==> config.mk <==
export PLATFORM = sky130hd
export DESIGN_NAME = ipv4_local_lut_arbiter
export DESIGN_NICKNAME = d
export VERILOG_FILES = /design/src/rtl/ipv4_local_lut_arbiter.sv
export SDC_FILE = /design/constraint.sdc
export NUM_CORES = 1
export LEC_CHECK = 0
export CAP_MARGIN = 20
export CORE_UTILIZATION = 41
export CTS_BUF_LIST = sky130_fd_sc_hd__clkbuf_4 sky130_fd_sc_hd__clkbuf_8
export DETAILED_ROUTE_END_ITERATION = 6
export DONT_BUFFER_PORTS = 1
export SKIP_LAST_GASP = 1
export SLEW_MARGIN = 0
export SYNTH_ARGS = -nofsm -noshare
export SYNTH_HDL_FRONTEND = slang
export SYNTH_SLANG_ARGS = --single-unit
==> constraint.sdc <==
create_clock -name clk -period 2.84 [get_ports clk]
set_input_delay 0.426 -clock clk [delete_from_list [all_inputs] [get_ports clk]]
set_output_delay 0.426 -clock clk [all_outputs]
set_load 0.02 [all_outputs]
==> src/rtl/ipv4_local_lut_arbiter.sv <==
// Round-robin arbiter sharing the IPv4 local-address LUT lookup port between
// NUM_REQ requesters; a tag FIFO steers in-order LUT results back to their owner.
module ipv4_local_lut_arbiter #(
  parameter int NUM_REQ         = 4,
  parameter int REQ_BITS        = 2,
  parameter int MAX_OUTSTANDING = 4
) (
  input  logic                    clk,
  input  logic                    reset,
  input  logic [NUM_REQ-1:0]      i_req_valid,
  input  logic [32*NUM_REQ-1:0]   i_req_daddr,
  output logic [NUM_REQ-1:0]      o_req_grant,
  output logic [31:0]             o_lut_daddr,
  output logic                    o_lut_daddr_valid,
  input  logic                    i_lut_is_local,
  input  logic                    i_lut_is_local_valid,
  output logic                    o_lut_rd,
  output logic [NUM_REQ-1:0]      o_rsp_valid,
  output logic                    o_rsp_is_local,
  input  logic [NUM_REQ-1:0]      i_rsp_ack,
  output logic                    o_err
);
  localparam int CNT_W = $clog2(MAX_OUTSTANDING) + 1;
  localparam int PTR_W = (MAX_OUTSTANDING > 1) ? $clog2(MAX_OUTSTANDING) : 1;

  typedef enum logic {RSP_IDLE, RSP_HOLD} rsp_state_e;

  rsp_state_e            state_q, state_d;
  logic [CNT_W-1:0]      count_q, count_d;
  logic [REQ_BITS-1:0]   rr_ptr_q, rr_ptr_d;
  logic [PTR_W-1:0]      wr_ptr_q, wr_ptr_d, rd_ptr_q, rd_ptr_d;
  logic [REQ_BITS-1:0]   tag_mem_q [MAX_OUTSTANDING];
  logic [REQ_BITS-1:0]   rsp_tag_q, rsp_tag_d;
  logic [NUM_REQ-1:0]    rsp_valid_q, rsp_valid_d;
  logic                  rsp_local_q, rsp_local_d;
  logic                  err_q, err_d;
  logic [31:0]           lut_daddr_q, lut_daddr_d;
  logic                  lut_daddr_valid_q, lut_daddr_valid_d;

  logic                  can_issue, found, issue, lut_rd, pop;
  logic [REQ_BITS-1:0]   cand, gnt_idx;
  logic [NUM_REQ-1:0]    grant;

  function automatic logic [PTR_W-1:0] ptr_inc(input logic [PTR_W-1:0] p);
    return (p == PTR_W'(MAX_OUTSTANDING - 1)) ? '0 : p + 1'b1;
  endfunction

  // The cap is checked against the pre-pop count, so a full table stalls
  // issue even in a cycle where a result is being returned.
  assign can_issue = (count_q < CNT_W'(MAX_OUTSTANDING)) && (|i_req_valid);

  always_comb begin
    grant   = '0;
    gnt_idx = '0;
    found   = 1'b0;
    cand    = '0;
    for (int i = 0; i < NUM_REQ; i++) begin
      cand = REQ_BITS'((int'(rr_ptr_q) + i) % NUM_REQ);
      if (can_issue && !found && i_req_valid[cand]) begin
        found   = 1'b1;
        gnt_idx = cand;
      end
    end
    if (found) grant[gnt_idx] = 1'b1;
  end

  assign issue = found;

  always_comb begin
    lut_daddr_d       = lut_daddr_q;
    lut_daddr_valid_d = issue;
    rr_ptr_d          = rr_ptr_q;
    wr_ptr_d          = wr_ptr_q;
    if (issue) begin
      lut_daddr_d = i_req_daddr[32*int'(gnt_idx) +: 32];
      rr_ptr_d    = (gnt_idx == REQ_BITS'(NUM_REQ - 1)) ? '0 : gnt_idx + 1'b1;
      wr_ptr_d    = ptr_inc(wr_ptr_q);
    end
  end

  always_comb begin
    lut_rd      = (state_q == RSP_IDLE) && i_lut_is_local_valid;
    pop         = lut_rd && (count_q != '0);
    state_d     = state_q;
    rsp_tag_d   = rsp_tag_q;
    rsp_valid_d = rsp_valid_q;
    rsp_local_d = rsp_local_q;
    rd_ptr_d    = rd_ptr_q;
    // A result with nothing outstanding is stray: drain it and flag it.
    err_d       = err_q | (lut_rd && (count_q == '0));
    case (state_q)
      RSP_IDLE: if (pop) begin
        rsp_tag_d              = tag_mem_q[rd_ptr_q];
        rsp_valid_d            = '0;
        rsp_valid_d[rsp_tag_d] = 1'b1;
        rsp_local_d            = i_lut_is_local;
        rd_ptr_d               = ptr_inc(rd_ptr_q);
        state_d                = RSP_HOLD;
      end
      RSP_HOLD: if (i_rsp_ack[rsp_tag_q]) begin
        rsp_valid_d = '0;
        state_d     = RSP_IDLE;
      end
      default: state_d = RSP_IDLE;
    endcase
  end

  always_comb begin
    count_d = count_q;
    case ({issue, pop})
      2'b10:   count_d = count_q + 1'b1;
      2'b01:   count_d = count_q - 1'b1;
      default: count_d = count_q;
    endcase
  end

  always_ff @(posedge clk) begin
    if (reset) begin
      state_q           <= RSP_IDLE;
      count_q           <= '0;
      rr_ptr_q          <= '0;
      wr_ptr_q          <= '0;
      rd_ptr_q          <= '0;
      rsp_tag_q         <= '0;
      rsp_valid_q       <= '0;
      rsp_local_q       <= 1'b0;
      err_q             <= 1'b0;
      lut_daddr_q       <= '0;
      lut_daddr_valid_q <= 1'b0;
    end else begin
      state_q           <= state_d;
      count_q           <= count_d;
      rr_ptr_q          <= rr_ptr_d;
      wr_ptr_q          <= wr_ptr_d;
      rd_ptr_q          <= rd_ptr_d;
      rsp_tag_q         <= rsp_tag_d;
      rsp_valid_q       <= rsp_valid_d;
      rsp_local_q       <= rsp_local_d;
      err_q             <= err_d;
      lut_daddr_q       <= lut_daddr_d;
      lut_daddr_valid_q <= lut_daddr_valid_d;
    end
  end

  // Tag storage needs no reset: occupancy is tracked by count and pointers.
  always_ff @(posedge clk) begin
    if (issue) tag_mem_q[wr_ptr_q] <= gnt_idx;
  end

  assign o_req_grant       = grant;
  assign o_lut_daddr       = lut_daddr_q;
  assign o_lut_daddr_valid = lut_daddr_valid_q;
  assign o_lut_rd          = lut_rd;
  assign o_rsp_valid       = rsp_valid_q;
  assign o_rsp_is_local    = rsp_local_q;
  assign o_err             = err_q;

endmodule

==> metrics.csv, run 1 <==
metric,value,unit
die_y,90.80,um
cellPowerDensity,1139,mW/mm2
synth_edf_count,8,
ys_seq_elements,61,
drc,0,
power.leakage,1.436,nW
grt_pass1_vias,2351,
grt_pass1_wl,11010,um
pre_cts_ws,0.5081,ns
grt-ovfl-total,0,
cts_sinks,61,
cts_buffers,9,
status,completed,
synthesis.area,0.003233,mm2
vias_per_cell,5.738,
hold_path_class,in2reg,
layout-drive-gt1-share,0.09816,
htreeDepth,3,
via_count,2456,
fin_crit,2.552,ns
final_nets,472,
core.rowCount,32,
cts_tree,done,
fmax,391.8,MHz
ios,184,
ys_types,38,
holdWs,0.1621,ns
placed_area,0.003324,mm2
grt_usage,0.1720,
period_share,0.8986,
path_class,reg2out,
muxShareOfSynthArea,0.2190,
hold_buffers,0,
tns,0,ns
syn_avg_cell_area,9.948,um2
die_x,90.80,um
cts_setup_buffers,0,
yosysWarnings,0,
portBuffers,0,
crit_arrival,2.13,ns
clkLatencyLatePin,0.33,ns
peakVddDrop,0.5066,mV
cts_root_buf,clkbuf_8,
dominantRegCellSynth,dfxtp_1,
wirelength,7253,um
yosys.area_share.simple,0.1374,
place.gp.congestion,0.7610,
syn_inst,325,
n_antenna_cell,0,
die_area,0.008245,mm2
rsz0062_at_grt,false,
clk_path_buf_depth,2,
endpoint_kind,output pin,
synth_top_family_by_area,multiplexers,
critPathLaunchType,flip-flop,
setup_slack,0.2879,ns
synth-seq-area-share,0.4025,
synth_compound_area_frac,0.1397,
drt_iter0_drc,118,
crit_fanout,9,
ctsResizeCount,0,
async_flop_share,0,
syn-num-nets,476,
grt_max_degree,66,
antenna_left,0,
drt-pass1-iter-count,5,
slew_headroom,0.5423,
design.core.area,0.007687,mm2
finalSetupViolations,0,
design_area,0.003510,mm2
dp_hpwl,5445,um
path_clk_slew,0.07,ns
hold_viol_final,0,
post_drt_wl_per_cell,16.95,um
syn2layout_area_growth,8.553,%
tightestPinTransition,0.6829,ns
drv_cap,0,
synthAdderAreaFrac,0.04489,
antenna_found_initial,0,
synthXorXnorAreaFrac,0.005418,
initial_core_util,0.4206,
drv_slew,0,
finalClockSkew,0.008243,ns
required,2.41,ns
==> final timing paths <==
path / startpoint / endpoint / slack [ns] / cells past startpoint
hold / removal: reset / wr_ptr_q[1]$_SDFFE_PP0P_ / 0.16 / 1
hold reg to reg: rsp_tag_q[1]$_SDFFE_PP0P_ / rsp_tag_q[1]$_SDFFE_PP0P_ / 0.47 / 2
setup / recovery: rr_ptr_q[0]$_SDFFE_PP0P_ / o_req_grant[3] / 0.29 / 7
setup reg to reg: count_q[2]$_SDFFE_PP0P_ / count_q[2]$_SDFFE_PP0P_ / 0.66 / 9
==> state kept, by name (all words and copies together), names as in the netlist, named ones only <==
register and cells:
o_lut_daddr 32, count_q 3, o_err 1, state_q 1
o_rsp_valid 4, rr_ptr_q 2, o_rsp_is_local 1, wr_ptr_q 2
tag_mem_q 8, o_lut_daddr_valid 1, rsp_tag_q 2, rd_ptr_q 2
==> cell families (layout without fill, tap and decap cells) <==
kind of cell    Yosys count  after routing
compound gates           61             61
xor+xnor                  2              2
fa+ha+maj                11             11
buf+inv                  31             32
flops                    61             61
mux                      67             67
simple gates             92             92
==> synthesized netlist by cell type (4+ instances only) <==
cell type,n,share of area
edfxtp_1,8,0.074
o221ai_1,32,0.087
nor3_1,4,0.0062
a21oi_1,19,0.029
dfxtp_1,53,0.33
nor2_1,18,0.021
buf_2,7,0.011
buf_6,5,0.017
nand2b_1,4,0.0077
mux2i_1,64,0.20
and2_1,8,0.015
clkbuf_1,9,0.010
inv_1,7,0.0081
nand2_1,44,0.051
ha_1,10,0.039
==> layout make-up <==
class / count / area (um2)
Clock inverter: 6 / 53.80
Fill cell: 748 / 4178
Multi-Input combinational cell: 233 / 1798
Clock buffer: 10 / 131.4
Tap cell: 102 / 127.6
Timing Repair Buffer: 6 / 57.56
Sequential cell: 61 / 1301
Inverter: 10 / 40.04
==> power by group <==
group | internal (W) | switching, W | leakage [nW] | total (W)
Sequential | 0.00123 | 0.000530 | 0.514 | 0.00176
Combinational | 0.000678 | 0.000829 | 0.830 | 0.00151
Clock | 0.000404 | 0.000328 | 0.0922 | 0.000732
Total | 0.00231 | 0.00169 | 1.44 | 0.00400
==> cells in the final DEF, fill, tap and decap left out, drive strengths merged, types with 3 or more instances in the layout <==
cell / instances
buf: 6
ha: 10
edfxtp: 8
dfxtp: 53
and2: 8
nor3: 4
mux4: 3
clkbuf: 10
nor2: 19
nand2: 44
inv: 10
mux2i: 64
o221ai: 33
nor2b: 3
nand2b: 4
clkinv: 4
o21ai: 3
a21oi: 19
==> per-stage QoR <==
stage,total power [W],utilization,cells
finish,0.003998,0.4565,428
detailed placement,0.003297,0.4325,412
floorplan,0.003005,-,325
CTS,0.004043,0.4565,428
global placement,0.003272,0.4325,412
global route,0.004251,0.4565,428
==> per-layer routing <==
metal  global-route usage  vias up  routed length [um]
met5                    0        -                   0
met4              0.07407        0                  85
met3              0.05051        7                 492
met2               0.2980      117                3676
met1               0.1958     1143                2998
li1                     -     1189                   -
==> critical path: stages, from the launching register on <==
cell and delay (ns):
dfxtp_1 0.49, nor2b_2 0.09, a21oi_1 0.23, o221ai_4 0.17, or2_1 0.28, inv_2 0.11
ha_1 0.18, and2_1 0.24
Note: power is estimated with default switching activity, not from simulation.
==> run 2: changes to the inputs <==
==> constraint.sdc (replaced) <==
create_clock -name clk -period 2.7 [get_ports clk]
set_input_delay 0.405 -clock clk [delete_from_list [all_inputs] [get_ports clk]]
set_output_delay 0.405 -clock clk [all_outputs]
set_load 0.02 [all_outputs]
==> run 2 against run 1 <==
Combinational power grew 5%. Non-clock buffer count grew 1. Clock power grew 13%. Critical endpoint unchanged. Final cell count grew 0.23%. Cell area grew 0.86%. Utilization grew 0.39 points. First-iteration DRC count shrank 21%. Worst setup slack lost 0.041 ns. Flip-flop and latch count is the same. Routed wire length grew 3.4%.
==> metrics.csv, run 2 (synthesized netlist as in run 1, its figures left out) <==
metric,value,unit,change
antenna_found_initial,0,,unchanged
cellPowerDensity,1207,mW/mm2,+6.0%
grt_pass1_vias,2291,,-2.6%
ios,184,,unchanged
critical_path.max_stage_delay,0.43,ns,-0.06 ns
layout-drive-gt1-share,0.1131,,+0.01499
grt-ovfl-total,0,,unchanged
ff_latch_area,0.001303,mm2,about the same
holdWs,0.1394,ns,-0.02270 ns
fin_crit,2.453,ns,
portBuffers,0,,unchanged
finalClockSkew,0.01142,ns,+0.003177 ns
via_count,2478,,+0.90%
largest_reg_flops,32,,unchanged
worstReg2RegStart,count_q[2]$_SDFFE_PP0P_,,
hold_path_class,in2reg,,
design.core.area,0.007687,mm2,unchanged
die_y,90.80,um,unchanged
cts_sinks,61,,unchanged
hold_end,wr_ptr_q[1]$_SDFFE_PP0P_,,
n_antenna_cell,0,,unchanged
r2r_slack,0.53,ns,-0.13 ns
crit_arrival,2.05,ns,-0.08 ns
grt_max_degree,66,,unchanged
period_share,0.9085,,
drt-pass1-iter-count,7,,+2
antenna_left,0,,unchanged
syn2layout_area_growth,9.481,%,
status,completed,,
drt_iter0_drc,93,,-21%
power.leakage,1.454,nW,+1.3%
tns,0,ns,unchanged
cts_buffers,9,,unchanged
dp_hpwl,5615,um,+3.1%
fmax,407.7,MHz,
final_nets,473,,+0.21%
peakVddDrop,0.5909,mV,+17%
initial_core_util,0.4206,,unchanged
endpoint_kind,output pin,,
clkLatencyLatePin,0.33,ns,about the same
cts_root_buf,clkbuf_8,,
wirelength,7497,um,+3.4%
grt_pass1_wl,11440,um,+4.0%
slowest_stage,dfxtp_1,,
hold_viol_final,0,,unchanged
cts_tree,done,,
post_drt_wl_per_cell,17.48,um,+3.1%
worstReg2RegEnd,count_q[2]$_SDFFE_PP0P_,,
cp_num_buf_inv,1,,unchanged
critPathLaunchType,flip-flop,,
path_delay_family,simple AND/OR/NAND/NOR gates,,
path_class,reg2out,,
die_x,90.80,um,unchanged
path_clk_slew,0.07,ns,about the same
drv_slew,0,,unchanged
finalSetupViolations,0,,unchanged
layout.cells.most_common,mux2i_1,,
multiInputGateArea,0.001798,mm2,unchanged
final_util,0.4604,,+0.003906
drc,0,,unchanged
grt_usage,0.1791,,+0.007119
hp-start,reset,,
rsz0062_at_grt,false,,
mostFrequentLayoutCells,"mux2i_1, dfxtp_1, nand2_1",,
core.rowCount,32,,unchanged
slew_headroom,0.7034,,+0.1611
ff2ff_path_depth,9,,unchanged
place.gp.congestion,0.8001,,+5.1%
vias_per_cell,5.776,,+0.66%
n_fill_cell,752,,+0.53%
required,2.30,ns,-0.11 ns
path_cells,"a22oi_1, o221ai_4, or2_1, inv_2, ha_1, and2_1",,
clk_path_buf_depth,2,,unchanged
htreeDepth,3,,unchanged
tightestPinTransition,0.4449,ns,-0.2381 ns
hold_depth,1,,unchanged
hold_buffers,0,,unchanged
die_area,0.008245,mm2,unchanged
setup_slack,0.2470,ns,-0.04096 ns
drv_cap,0,,unchanged
pre_cts_ws,0.3528,ns,-0.1554 ns
finalPower,0.004273,W,+6.9%
crit_fanout,10,,+1
run 2: cell types whose count changed in the layout (fill, tap and decap cells not counted), sizes merged:
| cell | delta |
|---|---|
| clkinv | -2 |
| clkbuf | +2 |
| buf | +1 |
run 2: worst max-delay path by stage:
stage	start	endpoint	slack, ns	cells past startpoint
after detailed placement	i_req_valid[0]	count_q[2]$_SDFFE_PP0P_	0.35	9
after floorplan	i_lut_is_local_valid	count_q[2]$_SDFFE_PP0P_	0.42	9
after global placement	i_req_valid[0]	count_q[2]$_SDFFE_PP0P_	0.43	9
final	rr_ptr_q[1]$_SDFFE_PP0P_	o_req_grant[3]	0.25	6
after CTS	rr_ptr_q[0]$_SDFFE_PP0P_	o_req_grant[3]	0.15	7
after global routing	rr_ptr_q[1]$_SDFFE_PP0P_	o_req_grant[3]	0.09	6
run 2: layer usage:
metal | routed length (um) | global-route usage | up-vias
li1 | - | - | 1192
met1 | 3199 | 0.2098 | 1170
met2 | 3781 | 0.3106 | 106
met3 | 434 | 0.06145 | 10
met4 | 82 | 0.04762 | 0
met5 | 0 | 0 | -
run 2: what timing repair did:
item	CTS	global route
buffers inserted	0	0
endpoints found under the hold margin	0	0
resized for setup	0	1
setup endpoints to repair	0	1
run 2: where the power goes:
| group | leakage, nW | internal [W] | switching [W] |
|---|---|---|---|
| Clock | 0.106 | 0.000484 | 0.000342 |
| Combinational | 0.834 | 0.000718 | 0.000874 |
| Sequential | 0.514 | 0.00129 | 0.000560 |
| Total | 1.45 | 0.00250 | 0.00178 |
run 2: cell type report:
| type | instances | share of cell area |
|---|---|---|
| multi-input cells | 233 | 0.5080 |
| flip-flops and latches | 61 | 0.3680 |
| clock buffers | 12 | 0.04489 |
| well taps | 102 | 0.03606 |
| repair buffers | 7 | 0.01838 |
| clock inverters | 4 | 0.01343 |
| inverters | 10 | 0.01131 |
run 2: stage by stage:
step,std cells,instance area (um2)
4_1_cts,429,3538
5_1_grt,429,3540
6_report,429,3540
3_3_place_gp,413,3332
3_5_place_dp,413,3332
2_1_floorplan,325,3233
==> run 3: changes to the inputs <==
--- a/config.mk
+++ b/config.mk
@@ -6,10 +6,12 @@
 export NUM_CORES = 1
 export LEC_CHECK = 0
 export CAP_MARGIN = 20
+export CORE_MARGIN = 5
 export CORE_UTILIZATION = 41
 export CTS_BUF_LIST = sky130_fd_sc_hd__clkbuf_4 sky130_fd_sc_hd__clkbuf_8
 export DETAILED_ROUTE_END_ITERATION = 6
 export DONT_BUFFER_PORTS = 1
+export PLACE_DENSITY = 0.53
 export SKIP_LAST_GASP = 1
 export SLEW_MARGIN = 0
 export SYNTH_ARGS = -nofsm -noshare
==> run 3 against run 2 <==
Count of clock-buffer cells in the layout increased by 1. Sequential share of layout area is 0.11 points lower. Global-route usage fell by 2.4 points. Total power rose by 0.36%. Clock skew fell by 0.00087 ns. Final cell count unchanged. Die area grew 18%. Sequential power hardly changed. Critical endpoint unchanged. Highest routed layer unchanged.
==> metrics.csv, run 3 (synthesized netlist as in run 1, its figures left out) <==
metric,value,unit,change
status,completed,,
tightestPinTransition,0.4427,ns,-0.002199 ns
die_area,0.009761,mm2,+18%
via_count,2419,,-2.4%
wl_met1,3099,um,-3.1%
finalSetupViolations,0,,unchanged
cellPowerDensity,1209,mW/mm2,+0.14%
hold_viol_final,0,,unchanged
cts_root_buf,clkbuf_8,,
hold_path_class,in2reg,,
core.rowCount,32,,unchanged
peakVddDrop,0.5484,mV,-7.2%
n_antenna_cell,0,,unchanged
initial_core_util,0.4206,,unchanged
path_class,reg2out,,
rsz0062_at_grt,false,,
met3WireLength,646,um,+49%
largest_reg_flops,32,,unchanged
dp_hpwl,6108,um,+8.8%
highest_layer,met4,,
power.leakage,1.457,nW,+0.20%
fmax,400.2,MHz,-1.8%
final_nets,473,,unchanged
layout-drive-gt1-share,0.1101,,-0.003058
drc,0,,unchanged
grt_pass1_vias,2443,,+6.6%
htreeDepth,3,,unchanged
grt_pass1_wl,12200,um,+6.6%
wirelength,7892,um,+5.3%
clkLatencyLatePin,0.33,ns,about the same
tns,0,ns,unchanged
fin_crit,2.499,ns,+0.04559 ns
syn2layout_area_growth,9.714,%,
wl_met2,4000,um,+5.8%
finalPower,0.004288,W,+0.36%
drt-pass1-iter-count,4,,-3
die_y,98.80,um,+8.8%
portBuffers,0,,unchanged
design.core.area,0.007687,mm2,unchanged
grt-ovfl-total,0,,unchanged
drv_cap,0,,unchanged
n_fill_cell,725,,-3.6%
crit_fanout,9,,-1
antenna_found_initial,0,,unchanged
slew_headroom,0.7049,,+0.001466
drv_slew,0,,unchanged
place.gp.congestion,0.7199,,-10%
layout.cells.most_common,mux2i_1,,
cts_tree,done,,
cts_sinks,61,,unchanged
cts_setup_buffers,0,,unchanged
critPathLaunchType,flip-flop,,
required,2.30,ns,about the same
holdWs,0.1439,ns,+0.004494 ns
hold_buffers,0,,unchanged
drt_iter0_drc,67,,-28%
grt_usage,0.1551,,-0.02403
crit_arrival,2.09,ns,+0.04 ns
period_share,0.9254,,+0.01688
ctsResizeCount,0,,unchanged
vias_per_cell,5.639,,-2.4%
die_x,98.80,um,+8.8%
ios,184,,unchanged
post_drt_wl_per_cell,18.40,um,+5.3%
finalClockSkew,0.01055,ns,-0.0008700 ns
endpoint_kind,output pin,,
mostFrequentLayoutCells,"mux2i_1, dfxtp_1, nand2_1",,
clk_path_buf_depth,2,,unchanged
antenna_left,0,,unchanged
path_clk_slew,0.07,ns,about the same
cts_buffers,9,,unchanged
grt_max_degree,66,,unchanged
[run 3: cell types whose count changed in the layout (fill, tap and decap cells not counted)]
cell      previous run  this run
clkbuf_8            11        12
clkinv_2             2         1
dfxtp_1             52        53
dfxtp_2              1         0
[run 3: per-layer routing]
layer  global-route usage  vias to the layer above
met2               0.2665                      120
met4              0.05357                        0
met5                    0                        -
li1                     -                     1187
met3              0.06369                       14
met1               0.1727                     1098
[run 3: power by group]
group          switching, W  leakage [nW]  total, W  internal [W]
Clock              0.000339         0.109  0.000850      0.000511
Sequential         0.000559         0.514   0.00185       0.00129
Combinational      0.000870         0.834   0.00159      0.000717
Total               0.00177          1.46   0.00429       0.00252
[run 3: worst paths after layout]
check	start	end	slack, ns	cells past startpoint
hold reg to reg	rd_ptr_q[1]$_SDFFE_PP0P_	flip-flop	0.47	2
setup reg to reg	count_q[2]$_SDFFE_PP0P_	count_q[2]$_SDFFE_PP0P_	0.55	9
hold / removal	reset	rsp_tag_q[1]$_SDFFE_PP0P_	0.14	1
setup / recovery	rr_ptr_q[0]$_SDFFE_PP0P_	o_req_grant[3]	0.20	7
[run 3: through the flow]
step           setup WS, ns  area, um2    util  instances
3_3_place_gp         0.4381       3332  0.4334        413
5_1_grt             0.04710       3547  0.4614        429
3_5_place_dp         0.3733       3332  0.4334        413
6_report             0.2014       3547  0.4614        429
4_1_cts              0.1582       3547  0.4614        429
2_1_floorplan        0.4163       3233       -        325
[run 3: critical path, stage by stage, from the launching register on]
cell and delay [ns]:
dfxtp_1 0.49, nor2b_2 0.09, a21oi_1 0.22, o221ai_4 0.16
or2_1 0.28, inv_2 0.11, ha_1 0.18, and2_1 0.24
[run 3: cell type report]
cell class                 count  area [um2]  share of cell area
multi-input combinational    233        1798              0.5069
sequential                    61        1301              0.3668
clock buffer                  13       172.7             0.04868
tap                          102       127.6             0.03598
timing repair buffer           7       65.06             0.01834
clock inverter                 3       42.54             0.01199
inverter                      10       40.04             0.01129
